`src/rtl/calc_scoreboard.sv`:
```
// Response scoreboard: per-port expected FIFOs, in-order compare,
// sticky error flags and a pass/fail verdict at each test boundary.
module calc_scoreboard #(
    parameter int NPORTS  = 4,
    parameter int DATA_W  = 32,
    parameter int RESP_W  = 2,
    parameter int DEPTH   = 4,
    parameter int TIMEOUT = 64,
    parameter int CNT_W   = 16
) (
    input  logic                     c_clk,
    input  logic                     reset,
    input  logic [NPORTS*RESP_W-1:0] ref_resp,
    input  logic [NPORTS*DATA_W-1:0] ref_data,
    input  logic [NPORTS*RESP_W-1:0] duv_resp,
    input  logic [NPORTS*DATA_W-1:0] duv_data,
    input  logic                     test_end,
    output logic [NPORTS-1:0]        match,
    output logic [NPORTS-1:0]        mismatch,
    output logic [NPORTS-1:0]        unexpected,
    output logic [NPORTS-1:0]        overflow,
    output logic [NPORTS-1:0]        timeout,
    output logic [CNT_W-1:0]         match_cnt,
    output logic [CNT_W-1:0]         mism_cnt,
    output logic                     done,
    output logic                     pass
);
    localparam int AW  = $clog2(DEPTH);
    localparam int PW  = AW + 1;
    localparam int EW  = RESP_W + DATA_W;
    localparam int AGW = $clog2(TIMEOUT + 1);

    logic              te_q, done_q, pass_q, clr, ok;
    logic [CNT_W-1:0]  mcnt_q, mcnt_d, mmcnt_q, mmcnt_d;
    logic [NPORTS-1:0] emp_w;

    // te_q marks the clear/verdict cycle; state of the old test is wiped then
    assign clr = te_q;

    function automatic logic [CNT_W-1:0] sat_add(
        input logic [CNT_W-1:0]  a,
        input logic [NPORTS-1:0] v
    );
        logic [CNT_W:0] s;
        s = {1'b0, a};
        for (int i = 0; i < NPORTS; i++) begin
            s = s + {{CNT_W{1'b0}}, v[i]};
        end
        return s[CNT_W] ? '1 : s[CNT_W-1:0];
    endfunction

    for (genvar gp = 0; gp < NPORTS; gp++) begin : g_port
        logic [RESP_W-1:0] rr, dr, cr;
        logic [DATA_W-1:0] rd, dd, cd;
        logic              push, pop, empty, full;
        logic              we, cmp, unx, ovf, eq;
        logic [EW-1:0]     mem_q [DEPTH];
        logic [EW-1:0]     head;
        logic [PW-1:0]     wp_q, wp_d, wp_e;
        logic [PW-1:0]     rp_q, rp_d, rp_e;
        logic [AGW-1:0]    age_q, age_d, age_e;
        logic              pm_q, pmm_q, ux_q, ov_q, to_q;

        assign rr    = ref_resp[gp*RESP_W +: RESP_W];
        assign dr    = duv_resp[gp*RESP_W +: RESP_W];
        assign rd    = ref_data[gp*DATA_W +: DATA_W];
        assign dd    = duv_data[gp*DATA_W +: DATA_W];
        assign push  = |rr;
        assign pop   = |dr;
        assign wp_e  = clr ? '0 : wp_q;
        assign rp_e  = clr ? '0 : rp_q;
        assign age_e = clr ? '0 : age_q;
        assign empty = (wp_e == rp_e);
        assign full  = (wp_e[AW] != rp_e[AW])
                    && (wp_e[AW-1:0] == rp_e[AW-1:0]);
        assign head  = mem_q[rp_e[AW-1:0]];
        // empty FIFO with a same-cycle push compares against the incoming ref
        assign cr    = empty ? rr : head[EW-1 -: RESP_W];
        assign cd    = empty ? rd : head[DATA_W-1:0];
        assign eq    = (cr == dr)
                    && ((cr != RESP_W'(1)) || (cd == dd));

        // Push/pop decision and pointer next-state
        always_comb begin
            wp_d = wp_e;
            rp_d = rp_e;
            we   = 1'b0;
            cmp  = 1'b0;
            unx  = 1'b0;
            ovf  = 1'b0;
            if (pop) begin
                if (empty) begin
                    cmp = push;
                    unx = !push;
                end else begin
                    cmp  = 1'b1;
                    rp_d = rp_e + 1'b1;
                    if (push) begin
                        we   = 1'b1;
                        wp_d = wp_e + 1'b1;
                    end
                end
            end else if (push) begin
                if (full) begin
                    ovf = 1'b1;
                end else begin
                    we   = 1'b1;
                    wp_d = wp_e + 1'b1;
                end
            end
        end

        // Head age: reset by a pop or an empty FIFO, saturates at TIMEOUT
        always_comb begin
            age_d = age_e;
            if (pop || empty) begin
                age_d = '0;
            end else if (age_e != AGW'(TIMEOUT)) begin
                age_d = age_e + 1'b1;
            end
        end

        // Expected-entry storage, no reset needed behind the pointers
        always_ff @(posedge c_clk) begin
            if (we) begin
                mem_q[wp_e[AW-1:0]] <= {rr, rd};
            end
        end

        // Per-port pointers, age, pulses and sticky flags
        always_ff @(posedge c_clk or negedge reset) begin
            if (!reset) begin
                wp_q  <= '0;
                rp_q  <= '0;
                age_q <= '0;
                pm_q  <= 1'b0;
                pmm_q <= 1'b0;
                ux_q  <= 1'b0;
                ov_q  <= 1'b0;
                to_q  <= 1'b0;
            end else begin
                wp_q  <= wp_d;
                rp_q  <= rp_d;
                age_q <= age_d;
                pm_q  <= cmp && eq;
                pmm_q <= (cmp && !eq) || unx;
                ux_q  <= (ux_q && !clr) || unx;
                ov_q  <= (ov_q && !clr) || ovf;
                to_q  <= (to_q && !clr) || (age_d == AGW'(TIMEOUT));
            end
        end

        assign match[gp]      = pm_q;
        assign mismatch[gp]   = pmm_q;
        assign unexpected[gp] = ux_q;
        assign overflow[gp]   = ov_q;
        assign timeout[gp]    = to_q;
        assign emp_w[gp]      = (wp_q == rp_q);
    end

    // Verdict uses pre-clear state, including pulses still in flight
    assign ok = (mmcnt_q == '0) && (mismatch == '0)
             && !(|{unexpected, overflow, timeout})
             && (&emp_w);

    // Totals: add this cycle's pulses, restart at the test boundary
    always_comb begin
        mcnt_d  = clr ? '0 : sat_add(mcnt_q, match);
        mmcnt_d = clr ? '0 : sat_add(mmcnt_q, mismatch);
    end

    // Test boundary sequencing and counters
    always_ff @(posedge c_clk or negedge reset) begin
        if (!reset) begin
            te_q    <= 1'b0;
            done_q  <= 1'b0;
            pass_q  <= 1'b0;
            mcnt_q  <= '0;
            mmcnt_q <= '0;
        end else begin
            te_q    <= test_end && !te_q;
            done_q  <= te_q;
            pass_q  <= te_q && ok;
            mcnt_q  <= mcnt_d;
            mmcnt_q <= mmcnt_d;
        end
    end

    assign match_cnt = mcnt_q;
    assign mism_cnt  = mmcnt_q;
    assign done      = done_q;
    assign pass      = pass_q;
endmodule

```
`config.mk`:
```
export PLATFORM = sky130hd
export DESIGN_NAME = calc_scoreboard
export DESIGN_NICKNAME = d
export VERILOG_FILES = /design/src/rtl/calc_scoreboard.sv
export SDC_FILE = /design/constraint.sdc
export NUM_CORES = 1
export LEC_CHECK = 0
export BUFFER_PORTS_ARGS = -buffer_cell sky130_fd_sc_hd__buf_2
export CORE_AREA = 2 2 261 198
export CTS_CLUSTER_SIZE = 25
export DETAILED_ROUTE_END_ITERATION = 10
export DIE_AREA = 0 0 263 200
export PLACE_DENSITY = 0.79
export RECOVER_POWER = 25
export SYNTH_ARGS = -nofsm -noshare
export SYNTH_HDL_FRONTEND = slang
export SYNTH_SLANG_ARGS = --single-unit
```
`constraint.sdc`:
```
create_clock -name c_clk -period 9 [get_ports c_clk]
set_input_delay 0.45 -clock c_clk [delete_from_list [all_inputs] [get_ports c_clk]]
set_output_delay 0.45 -clock c_clk [all_outputs]
set_load 0.03 [all_outputs]
```
Word level (Yosys, flattened, before mapping)
Memory sizes are Yosys's and may differ from the RTL's.
Index checks and enable logic that the tools add are counted.
Storage, ports and cells
  logic and storage cells: 292
  memories: 4
  ROM bits: 0
  bits in latches: 0
  flip-flop bits (word level): 107
  input bits: 275
  memory bits (writable): 544
Operators by class
  divide/modulo/power cells: 0
  bitwise gates (word level): 0
  $lt $le $gt $ge: 0
  multipliers: 0
  reductions and logical operators: 79
  shift-type cells: 0
  eq/ne operators: 36
  multiplexer cells: 116
  $add $sub $neg: 20
Memories
  g_port[0].mem_q: words 4, width 34, read ports 1, clocked after memory_dff 0, wr ports 1, RTL line 57  | logic [EW-1:0] mem_q [DEPTH];
  g_port[1].mem_q: words 4, width 34, read ports 1, clocked after memory_dff 0, wr ports 1, RTL line 57
  g_port[2].mem_q: words 4, width 34, read ports 1, clocked after memory_dff 0, wr ports 1, RTL line 57
  g_port[3].mem_q: words 4, width 34, read ports 1, clocked after memory_dff 0, wr ports 1, RTL line 57
Operator list (count)
  $eq 32x32->1: 4
  $mux 32: 4
  $mux 3: 36
  $add 17x1->17: 6
  $mux 7: 12
  $mux 16: 4
  $mux 1: 56
  $add 16x1->17: 2
  $logic_and 1x1->1: 33
  $add 7x1->7 const B: 4
  $eq 7x7->1 const B: 4
  $ne 7x7->1 const B: 4
  $add 3x1->3 const B: 8
  $eq 3x3->1: 8
  $logic_or 1x1->1: 24
  $eq 2x2->1: 8
  $logic_not 16->1: 1
  $reduce_or 2->1: 8
  $reduce_or 12->1: 1
  $logic_not 1->1: 10
  $mux 2: 4
  $ne 2x1->1 const B: 4
  $logic_not 4->1: 1
  $ne 1x1->1: 4
  $reduce_and 4->1: 1

Depth between registers and ports, before layout
Gate-level depths: netlist (run 1).
  depth after elaboration: 9
  depth in mapped cells: 13

Worst setup path after synthesis (run 1)
No wires, ideal clock.
  path type: reg2reg
  start point: register te_q, in the netlist clr
  end point: memory g_port[1].mem_q[3][0] (netlist name), enable pin
  setup time: 0.396 ns
  slack: 5.809 ns
  stages on the path, launching flop included: 9
  arrival: 2.795 ns
  data required time: 8.604 ns
  path through: dfrtp_1 > buf_4 > buf_2 > buf_2 > buf_2 > buf_1 > nor2_1 > nor3_1 > and2_1
On the way
  word-level cells in the longest chain between the ends: 8
Ends and longest elaborated chain
  from (decl): RTL line 33  | logic te_q, done_q, pass_q, clr, ok;
  from (signal assigned): RTL line 181  | te_q <= test_end && !te_q;
  $mux 3, on equally long branches: RTL line 70, 71
  $eq 2x2->1 or $ne 1x1->1 (tied branches): RTL line 75, 74
  $logic_and 1x1->1: RTL line 75  | && (wp_e[AW-1:0] == rp_e[AW-1:0]);
  $mux 1: RTL line 104  | if (full) begin
  $mux 1: RTL line 103  | end else if (push) begin
  $mux 1: RTL line 91  | if (pop) begin
  $mux 1: RTL line 125  | if (we) begin
  $mux 1 (not written as such): RTL line 126  | mem_q[wp_e[AW-1:0]] <= {rr, rd};
  to (decl): RTL line 57
Several ways; a longest one is shown, not always the timed one.

Worst setup path after layout (run 1)
  start point: register g_port[1].rp_q[0]
  end point: memory g_port[1].mem_q[1][8] (netlist name), enable pin
On the way
  word-level cells in the longest chain between the ends: 8
Ends and longest elaborated chain
  from (decl): RTL line 60  | logic [PW-1:0] rp_q, rp_d, rp_e;
  from (signal assigned): RTL line 143  | rp_q <= rp_d;
  $mux 3 *: RTL line 71  | assign rp_e = clr ? '0 : rp_q;
  $eq 2x2->1: RTL line 75
  $logic_and 1x1->1: RTL line 75
  $mux 1: RTL line 104
  $mux 1: RTL line 103
  $mux 1 *: RTL line 91
  $mux 1 *: RTL line 125
  $mux 1 (not written as such) *: RTL line 126
Mark *: on every way between the ends. The rest lies on a longest branch, timed or not.

==> results_dict.tcl, run 1 <==
set metrics [dict create \
    irDropWorstVdd_mv 0.186 \
    antenna_found_initial 6 \
    synthCells 2053 \
    start_util_pct 59.6 \
    maxClockFrequency_mhz 243 \
    route.detailed.wl_per_inst_um 23.1 \
    slew_headroom_pct 22.8 \
    cts_tree "yes" \
    finalWeightedCongestion 0.948 \
    yosysTopAreaCell "sky130_fd_sc_hd__edfxtp_1" \
    synth_most_common_cell "sky130_fd_sc_hd__edfxtp_1" \
    final_core_utilization_pct 68.1 \
    final-setup-viol-count 0 \
    synthesis.area_per_instance_um2 14.5 \
    number_of_detailed_route_iterations_in_the_first_pass 8 \
    track_usage_pct 26.6 \
    ant_nets 0 \
    finalMaxSlewViolations 0 \
    syn_area_um2 29800 \
    top_level_ports 329 \
    area.sequential_um2 19000 \
    post_layout_nonfiller_instances 3086 \
    design.die.area_um2 52600 \
    fin_tns_setup_ns 0 \
    core_um2 49900 \
    power_uw 10100 \
    grt_setup_unrepaired "no" \
    crit_start "g_port[1].rp_q[0]$_DFF_PN0_" \
    r2r_start "g_port[1].rp_q[0]$_DFF_PN0_" \
    dieWidth_um 263 \
    synthesis.yosys.warnings 0 \
    clkSlewWorstSetupHoldPaths_ns 0.06 \
    area.growth.synth_to_final_pct 14.3 \
    place.port_buffers 328 \
    pwr_density_cell_nw_per_um2 297 \
    place_ws_ns 4.85 \
    dp_hpwl_um 48100 \
    num_rows 71 \
    fraction_of_final_layout_cells_with_drive_strength_greater_than_1_pct 19.7 \
    cp.arrival_ns 4.41 \
    cp-start-kind "flip-flop" \
    drt_drc_violations_left 0 \
    area_used_by_multi_input_combinational_logic_um2 9960 \
    clk_path_buf_depth 3 \
    grt_pass1_wl_um 107000 \
    total_placed_cells_including_tap_cells 2970 \
    synth.area.top_cells "sky130_fd_sc_hd__edfxtp_1 55%, sky130_fd_sc_hd__dfrtp_1 9.0%, sky130_fd_sc_hd__xnor2_1 4.6%, sky130_fd_sc_hd__mux4_2 4.5%, sky130_fd_sc_hd__xor2_1 3.4%" \
    drt_iter0_markers 1904 \
    timing.max_cap.violations 0 \
    syn-num-nets 2363 \
    report.final.hold_viol_count 0 \
    outcome "finished clean" \
    synth_top_area_share_pct 54.9 \
    cp_data_required_time_ns 9.30 \
    finClkSkew_ns 0.0197 \
    path_max_fanout 46 \
    vias_per_cell 6.12 \
    worst_hold_path_type "input pin to flip-flop" \
    grt_pass1_vias 18684 \
    final_cycle_share_pct 45.7 \
    cts_num_sinks 651 \
    wirelength_um 71200 \
    grt_start_max_net_pins 56 \
    synthArstFlopShare_pct 16.4 \
    die_h_um 200 \
    insertion_delay_ns 0.63 \
    timing_worst_slew_pin_value_ns 1.16 \
    dominantRegCellSynth "sky130_fd_sc_hd__edfxtp_1" \
    criticalPathCategory "flip-flop to flip-flop" \
    post_cts_buffers 0 \
    cts_made_buffers 61 \
    beginning_of_the_worst_hold_path "ref_data[127]" \
    fill_cells 3517 \
    worst_setup_path_end_kind "flip-flop" \
    final_critical_path_setup_slack_ns 4.88 \
    number_of_distinct_library_cells_after_synthesis 89 \
    synth_enable_flop_cells 544 \
    clock_tree.root_cell "sky130_fd_sc_hd__clkbuf_16" \
    synth.yosys.seq_area_share_pct 63.9 \
    htree_num_levels 2 \
    static_leak_uw 0.0123 \
    design.final.nets 2687 \
    ys_ff_latch 651 \
    fin_crit_ns 4.12 \
    globalRoute.totalOverflow 0 \
    vias 18901 \
    synth.top_cells.by_count "544 x sky130_fd_sc_hd__edfxtp_1, 157 x sky130_fd_sc_hd__xnor2_1, 116 x sky130_fd_sc_hd__xor2_1" \
]
-- per-stage QoR --
stage               instance area [µm²]  hold slack (ns)
finish                            34000           0.0784
global route                      34000           0.0689
CTS                               34100           0.0199
detailed placement                31900            0.523
global placement                  31900            0.510
floorplan                         29800            0.154
-- final cells by class --
cell class              instances  area share, %
multi-input cells            1239           29.3
clock inverters                33           1.38
well taps                     657           2.42
diodes                          3         0.0221
repair buffers                358           5.16
clock buffers                  79           5.09
inverters                      66          0.728
flip-flops and latches        651           55.9
-- flip-flops by register name, summed over array words and instances, names as in the netlist --
signal,cells
clr,1
done,1
g_port.age_q,28
g_port.mem_q,544
g_port.ov_q,4
g_port.pm_q,4
g_port.pmm_q,4
g_port.rp_q,12
g_port.to_q,4
g_port.ux_q,4
g_port.wp_q,12
match_cnt,16
mism_cnt,16
pass,1
-- placed cells by master (no fill, tap or decap), types with 32 or more instances in the layout --
cell                        netlist  final
sky130_fd_sc_hd__edfxtp_1       544    544
sky130_fd_sc_hd__buf_2           32    233
sky130_fd_sc_hd__xnor2_1        157    157
sky130_fd_sc_hd__xor2_1         116    116
sky130_fd_sc_hd__nor2_1         114    114
sky130_fd_sc_hd__clkbuf_1        23    101
sky130_fd_sc_hd__dfrtp_1        107    101
sky130_fd_sc_hd__a21oi_1         80     80
sky130_fd_sc_hd__nand2_1         77     77
sky130_fd_sc_hd__clkbuf_16        0     65
sky130_fd_sc_hd__inv_1           65     64
sky130_fd_sc_hd__mux2i_1         62     62
sky130_fd_sc_hd__mux4_2          60     60
sky130_fd_sc_hd__o21ai_0         43     43
sky130_fd_sc_hd__nand3_1         38     38
sky130_fd_sc_hd__nor3_1          33     33
sky130_fd_sc_hd__nor4_1          33     33
sky130_fd_sc_hd__nand4_1         32     32
-- critical path, stage by stage, from the launching register on --
cell and delay [ns]:
sky130_fd_sc_hd__dfrtp_2 0.34, sky130_fd_sc_hd__buf_4 0.60, sky130_fd_sc_hd__xor2_1 0.31, sky130_fd_sc_hd__o31a_1 0.72, sky130_fd_sc_hd__nor2_1 0.12, sky130_fd_sc_hd__nor3_1 0.59, sky130_fd_sc_hd__and2_1 0.62, sky130_fd_sc_hd__buf_4 0.45
-- power by group --
| group | total, µW | internal [µW] | switching, µW |
|---|---|---|---|
| Clock | 2830 | 1690 | 1130 |
| Sequential | 4080 | 3880 | 203 |
| Combinational | 3210 | 1260 | 1950 |
-- layer usage --
metal	up-vias	share of wire (%)	global-route usage [%]
li1	8470	-	-
met1	9476	42	37.3
met2	807	47	42.8
met3	144	8.0	5.31
met4	4	2.9	8.25
met5	-	0.038	0
-- worst paths after layout --
path / endpoint / slack (ns) / depth (start not counted)
worst max-delay path: g_port[1].mem_q[1][8]$_DFFE_PP_ / 4.88 / 7
worst min register to register: g_port[3].ov_q$_DFF_PN0_ / 0.54 / 2
worst max register to register: g_port[1].mem_q[1][8]$_DFFE_PP_ / 4.88 / 7
worst min-delay path: g_port[3].mem_q[0][31]$_DFFE_PP_ / 0.08 / 1
max in group asynchronous: g_port[3].rp_q[0]$_DFF_PN0_ / 7.32 / 3
min in group asynchronous: match_cnt[13]$_DFF_PN0_ / 0.41 / 2
-- repair_timing --
action                     4_1_cts  5_1_grt
hold endpoints to repair        52        0
gates resized for setup          0        0
hold buffers                     1        0
setup endpoints to repair        0        0
-- kinds of logic after synthesis --
kind of cell             Yosys count  synth area share [%]
AO/OA/AOI/OAI                    302                  7.18
XOR/XNOR                         273                  8.04
adder cells (fa/ha/maj)           35                  1.62
buffers and inverters            163                  2.61
flip-flops                       651                  63.9
multiplexers                     167                  8.46
AND/OR/NAND/NOR                  462                  8.19
Note: power is estimated with default switching activity, not from simulation.
==> run 2, diff against run 1 <==
Settings changed: ABC_AREA from default to 1, CORE_AREA 2 2 261 198 to 2 2 290 220, DIE_AREA 0 0 263 200 to 0 0 292 222, PLACE_DENSITY 0.79 to 0.74.
Clock period 9 ns to 3.3 ns, I/O delays scaled along.
==> results_dict.tcl, run 2 <==
set metrics [dict create \
    outcome "finished clean" \
    ant_nets 0 \
    worst_hold_path_type "input pin to flip-flop" \
    cp_slowest_stage_delay_ns 0.56 \
    crit_chain "fa_1, inv_1, fa_1, inv_1, fa_1, nand3_1, nor3_1, nand2_1, nor2_1, nand2_1, inv_1, o21ai_0, inv_1" \
    path_buf_inv 4 \
    dpl_cell_area_um2 36000 \
    layout_common_cells "1452 x sky130_fd_sc_hd__nand2_1, 544 x sky130_fd_sc_hd__edfxtp_1, 480 x sky130_fd_sc_hd__inv_1" \
    track_usage_pct 26.6 \
    criticalPathCategory "flip-flop to flip-flop" \
    yosysTopAreaCell "sky130_fd_sc_hd__edfxtp_1" \
    power.combinational.fraction_pct 42.8 \
    power_uw 33200 \
    dominantRegCellSynth "sky130_fd_sc_hd__edfxtp_1" \
    route.detailed.wl_per_inst_um 16.7 \
    post_route_design_area_um2 39600 \
    cts_tree "yes" \
    number_of_detailed_route_iterations_in_the_first_pass 6 \
    design.final.nets 4610 \
    fraction_of_final_layout_cells_with_drive_strength_greater_than_1_pct 11.1 \
    synth.area.top_cells "sky130_fd_sc_hd__edfxtp_1 49%, sky130_fd_sc_hd__nand2_1 16%, sky130_fd_sc_hd__dfrtp_1 8.1%, sky130_fd_sc_hd__nand3_1 6.5%, sky130_fd_sc_hd__inv_1 5.4%" \
    design.die.area_um2 64800 \
    cpLargestDelayFamily "adder cells" \
    synth.yosys.seq_area_share_pct 57.2 \
    synthesis.yosys.warnings 0 \
    synthCells 3844 \
    synth_most_common_cell "sky130_fd_sc_hd__nand2_1" \
    grt_setup_unrepaired "no" \
    insertion_delay_ns 0.60 \
    cp.arrival_ns 3.60 \
    vias_per_cell 5.32 \
    irDropWorstVdd_mv 0.674 \
    synth_top_area_share_pct 49.1 \
    largest_register_ff_count 544 \
    die_h_um 222 \
    drt_drc_violations_left 0 \
    smallest_hold_slack_ns 0.0375 \
    power_report.internal_total_uw 19700 \
    drt_iter0_markers 2344 \
    timing.max_cap.violations 0 \
    globalRoute.totalOverflow 0 \
    syn_area_um2 33300 \
    swShare_pct 40.7 \
    finalMaxSlewViolations 0 \
    area.growth.synth_to_final_pct 19.2 \
    clkSlewWorstSetupHoldPaths_ns 0.07 \
    report.final.hold_viol_count 0 \
    grt_pass1_wl_um 138000 \
    clk_path_buf_depth 3 \
    synthArstFlopShare_pct 16.4 \
    cp_data_required_time_ns 3.84 \
    worst_setup_path_end_kind "flip-flop" \
    grt_start_max_net_pins 75 \
    ys_ff_latch 651 \
    slew_headroom_pct 22.3 \
    wirelength_um 86300 \
    cp_common_cell "sky130_fd_sc_hd__inv_1" \
    clock_power_share_pct 23.1 \
    number_of_distinct_library_cells_after_synthesis 46 \
    synth_enable_flop_cells 544 \
    core_um2 61800 \
    final_core_utilization_pct 64.2 \
    synth.top_cells.by_count "1456 x sky130_fd_sc_hd__nand2_1, 544 x sky130_fd_sc_hd__edfxtp_1, 480 x sky130_fd_sc_hd__inv_1" \
    clock_tree.root_cell "sky130_fd_sc_hd__clkbuf_16" \
    final_cycle_share_pct 92.6 \
    finClkSkew_ns 0.0215 \
    post_cts_buffers 0 \
    finalWeightedCongestion 0.910 \
    vias 27469 \
    fin_crit_ns 3.06 \
    place.port_buffers 328 \
    maxClockFrequency_mhz 327 \
    start_util_pct 53.8 \
    p_switching_uw 13500 \
    htree_num_levels 3 \
    synthesis.area_per_instance_um2 8.65 \
    num_rows 79 \
    grt_pass1_vias 26107 \
    pwr_density_cell_nw_per_um2 838 \
    final-setup-viol-count 0 \
    slowest_stage "sky130_fd_sc_hd__fa_1" \
    seqPwrFrac_pct 34.1 \
    dieWidth_um 292 \
    timing_worst_slew_pin_value_ns 1.16 \
    cts_made_buffers 68 \
    dp_hpwl_um 54700 \
    most_frequent_standard_cell_in_the_layout_excluding_fill_and_tap_cells "sky130_fd_sc_hd__nand2_1" \
    antenna_found_initial 8 \
    static_leak_uw 0.0183 \
    syn-num-nets 4154 \
    cts_num_sinks 651 \
    cp-start-kind "flip-flop" \
    path_max_fanout 9 \
    top_level_ports 329 \
]
==> run 2: cell types whose count changed after synthesis, sizes merged, moves of 62 or more <==
cell	previous run	this run
xor2	116	36
mux4	62	0
buf	74	141
nand3	38	434
nor2	115	208
nand2	77	1461
xnor2	157	15
inv	66	486
nand4	32	125
==> run 2: final timing paths <==
path / from / end / slack, ns / cells after the start
max: mism_cnt[0]$_DFF_PN0_ / mism_cnt[10]$_DFF_PN0_ / 0.24 / 13
min: duv_resp[4] / g_port[2].pm_q$_DFF_PN0_ / 0.04 / 4
max reg2reg: mism_cnt[0]$_DFF_PN0_ / mism_cnt[10]$_DFF_PN0_ / 0.24 / 13
min reg2reg: g_port[0].rp_q[2]$_DFF_PN0_ / g_port[0].rp_q[2]$_DFF_PN0_ / 0.50 / 1
max in group asynchronous: reset / g_port[3].age_q[2]$_DFF_PN0_ / 2.20 / 3
min in group asynchronous: reset / match_cnt[3]$_DFF_PN0_ / 0.17 / 2
==> run 2: final cells by class <==
type / count / area, µm²
diodes: 6 / 15.0
clock buffers: 81 / 1790
clock inverters: 38 / 410
fillers: 5074 / 22100
inverters: 487 / 1830
multi-input cells: 2530 / 11700
flip-flops and latches: 651 / 19000
well taps: 810 / 1010
repair buffers: 562 / 3890
==> run 2: cell families (layout without fill, tap and decap cells) <==
| kind of cell | after synthesis | count (layout) | share of synthesized area (%) |
|---|---|---|---|
| other | 0 | 6 | 0 |
| buffers and inverters | 663 | 1168 | 8.25 |
| AND/OR/NAND/NOR | 2301 | 2301 | 29.3 |
| multiplexers | 4 | 4 | 0.120 |
| AO/OA/AOI/OAI | 139 | 139 | 2.32 |
| XOR/XNOR | 51 | 51 | 1.34 |
| flip-flops | 651 | 651 | 57.2 |
| adder cells (fa/ha/maj) | 35 | 35 | 1.45 |
==> run 2: worst min-delay path: stages <==
cell	delay, ns
sky130_fd_sc_hd__buf_2	0.11
sky130_fd_sc_hd__nor2_1	0.08
sky130_fd_sc_hd__nor2_1	0.13
sky130_fd_sc_hd__buf_4	0.12
==> run 2: layer usage <==
layer / GRT usage (%) / routed length (µm)
met3: 4.60 / 6390
met4: 8.40 / 2080
met2: 42.0 / 40000
met5: 0 / 25
met1: 37.6 / 37900
==> run 2: through the flow <==
stage | setup WS, ns | setup TNS [ns] | std cells
after floorplan | -0.218 | -27.04 | 3844
after global placement | 0.195 | 0 | 4891
after detailed placement | 0.103 | 0 | 4891
after CTS | 0.0939 | 0 | 5159
after global routing | 0.00303 | 0 | 5163
final | 0.245 | 0 | 5165
==> run 2: repair_timing <==
action                                  4_1_cts  5_1_grt
hold buffers                                149        0
endpoints found under the setup margin        0       14
endpoints found under the hold margin       609        0
resized for setup                             0        5
==> run 2: power by group through the flow <==
stage	Clock [µW]	Sequential, µW	Combinational, µW
4_1_cts	7810	11300	14200
5_1_grt	8150	11500	16000
2_1_floorplan	0	11400	9850
3_3_place_gp	0	11400	13600
3_5_place_dp	0	11500	13900
6_report	7690	11300	14200
==> run 3, diff against run 2 <==
Settings changed: CORE_AREA 2 2 290 220 to 2 2 275 209, CTS_CLUSTER_SIZE 25 to 28, DIE_AREA 0 0 292 222 to 0 0 277 211, PLACE_DENSITY 0.74 to 0.78.
Clock period 3.3 ns to 3.31 ns, I/O delays scaled along.
==> results_dict.tcl, run 3 (synthesis gave the netlist of run 2 again) <==
set metrics [dict create \
    outcome "finished clean" \
    grt_start_max_net_pins 71 \
    hold-path-cell-count 7 \
    pwr_density_cell_nw_per_um2 839 \
    smallest_hold_slack_ns 0.0399 \
    worst-r2r-setup-slack_ns 0.26 \
    track_usage_pct 29.9 \
    cts_tree "yes" \
    maxClockFrequency_mhz 327 \
    worst_hold_path_type "input pin to flip-flop" \
    vias 27781 \
    fill_cells 4127 \
    place_ws_ns 0.180 \
    dpl_cell_area_um2 36000 \
    antenna_found_initial 5 \
    clock_power_share_pct 22.6 \
    die_h_um 211 \
    swShare_pct 41.2 \
    largest_register_ff_count 544 \
    post_cts_buffers 0 \
    regToRegEndpoint "mism_cnt[10]$_DFF_PN0_" \
    crit_start "g_port[2].pmm_q$_DFF_PN0_" \
    power.combinational.fraction_pct 43.3 \
    slew_headroom_pct 24.2 \
    finClkSkew_ns 0.0232 \
    beginning_of_the_worst_hold_path "duv_resp[3]" \
    top_level_ports 329 \
    report.final.hold_viol_count 0 \
    wirelength_um 87100 \
    core_um2 55600 \
    final_cycle_share_pct 92.3 \
    final_critical_path_setup_slack_ns 0.256 \
    drt_drc_violations_left 0 \
    cp.arrival_ns 3.61 \
    fin_crit_ns 3.05 \
    cts_made_buffers 67 \
    power_report.internal_total_uw 19500 \
    p_switching_uw 13700 \
    dieWidth_um 277 \
    drt_iter0_markers 2776 \
    cp-start-kind "flip-flop" \
    area_used_by_multi_input_combinational_logic_um2 11700 \
    design.final.nets 4605 \
    vias_per_cell 5.47 \
    clkSlewWorstSetupHoldPaths_ns 0.06 \
    dp_hpwl_um 54400 \
    htree_num_levels 3 \
    path_max_fanout 9 \
    finalMaxSlewViolations 0 \
    grt_setup_unrepaired "no" \
    start_util_pct 59.9 \
    area.growth.synth_to_final_pct 18.9 \
    worst_setup_path_end_kind "flip-flop" \
    cts_num_sinks 651 \
    layout_common_cells "1451 x sky130_fd_sc_hd__nand2_1, 544 x sky130_fd_sc_hd__edfxtp_1, 480 x sky130_fd_sc_hd__inv_1" \
    area.sequential_um2 19000 \
    fraction_of_final_layout_cells_with_drive_strength_greater_than_1_pct 11.0 \
    static_leak_uw 0.0183 \
    finalWeightedCongestion 0.898 \
    clk_path_buf_depth 3 \
    r2r_start "g_port[2].pmm_q$_DFF_PN0_" \
    route.detailed.wl_per_inst_um 17.1 \
    most_frequent_standard_cell_in_the_layout_excluding_fill_and_tap_cells "sky130_fd_sc_hd__nand2_1" \
    grt_pass1_vias 26751 \
    number_of_detailed_route_iterations_in_the_first_pass 8 \
    irDropWorstVdd_mv 0.566 \
    post_route_design_area_um2 39500 \
    final-setup-viol-count 0 \
    ant_nets 0 \
    seqPwrFrac_pct 34.1 \
    r2r_cells 13 \
    place.port_buffers 328 \
    insertion_delay_ns 0.62 \
    globalRoute.totalOverflow 0 \
    timing.max_cap.violations 0 \
    clock_tree.root_cell "sky130_fd_sc_hd__clkbuf_16" \
    num_rows 75 \
    cp_data_required_time_ns 3.86 \
    grt_pass1_wl_um 139000 \
    hold-path-endpoint "g_port[1].pm_q$_DFF_PN0_" \
    timing_worst_slew_pin_value_ns 1.13 \
    design.die.area_um2 58400 \
    criticalPathCategory "flip-flop to flip-flop" \
]
-- run 3: repair_timing --
action / 4_1_cts / 5_1_grt
hold buffers: 149 / 0
hold endpoints to repair: 627 / 0
setup endpoints to repair: 0 / 17
resized for setup: 0 / 14
-- run 3: how the worst max path moves through the flow --
stage,cells after the start,end,slack [ns]
floorplan,9,g_port[2].mem_q[1][0]$_DFFE_PP_,-0.21
global placement,13,mism_cnt[10]$_DFF_PN0_,0.18
detailed placement,15,match_cnt[13]$_DFF_PN0_,0.18
CTS,17,g_port[2].pm_q$_DFF_PN0_,0.15
global route,18,g_port[2].pm_q$_DFF_PN0_,0.02
finish,13,mism_cnt[10]$_DFF_PN0_,0.26
-- run 3: critical path, cell delays in order (launching register included) --
cell and delay (ns):
sky130_fd_sc_hd__dfrtp_1 0.52, sky130_fd_sc_hd__fa_1 0.54, sky130_fd_sc_hd__inv_1 0.05, sky130_fd_sc_hd__fa_1 0.35, sky130_fd_sc_hd__inv_1 0.10, sky130_fd_sc_hd__fa_1 0.21
sky130_fd_sc_hd__nand3_1 0.12, sky130_fd_sc_hd__nor3_1 0.23, sky130_fd_sc_hd__nand2_1 0.13, sky130_fd_sc_hd__nor2_1 0.21, sky130_fd_sc_hd__nand2_2 0.18, sky130_fd_sc_hd__inv_1 0.17
sky130_fd_sc_hd__o21ai_0 0.10, sky130_fd_sc_hd__inv_1 0.06
-- run 3: through the flow --
stage | cells | total power [µW] | setup TNS (ns) | utilization (%)
CTS | 5078 | 33100 | 0 | 71.3
global route | 5082 | 35400 | 0 | 71.2
detailed placement | 4808 | 25300 | 0 | 64.7
floorplan | 3844 | 21200 | -25.67 | -
global placement | 4808 | 24900 | 0 | 64.7
finish | 5083 | 33200 | 0 | 71.2
-- run 3: power by group through the flow --
stage | clock network (µW) | logic (µW) | registers [µW]
after global routing | 7880 | 16000 | 11400
after detailed placement | 0 | 13900 | 11500
final | 7490 | 14400 | 11300
after floorplan | 0 | 9820 | 11400
after CTS | 7580 | 14200 | 11300
after global placement | 0 | 13500 | 11400
-- run 3: per-layer routing --
layer	share of wire [%]	wire length (µm)	track usage (%)
met5	0	0	0
met3	8.0	6930	5.21
met1	42	37000	40.9
met4	2.5	2160	8.64
met2	47	41000	49.5
-- run 3: layout make-up --
cell class                      count  share of cell area (%)
Sequential cell                   651                    48.1
Multi-Input combinational cell   2530                    29.5
Timing Repair Buffer              558                    9.94
Tap cell                          731                    2.31
Inverter                          487                    4.64
Antenna cell                        5                  0.0316
Clock buffer                       84                    4.56
Clock inverter                     37                   0.858
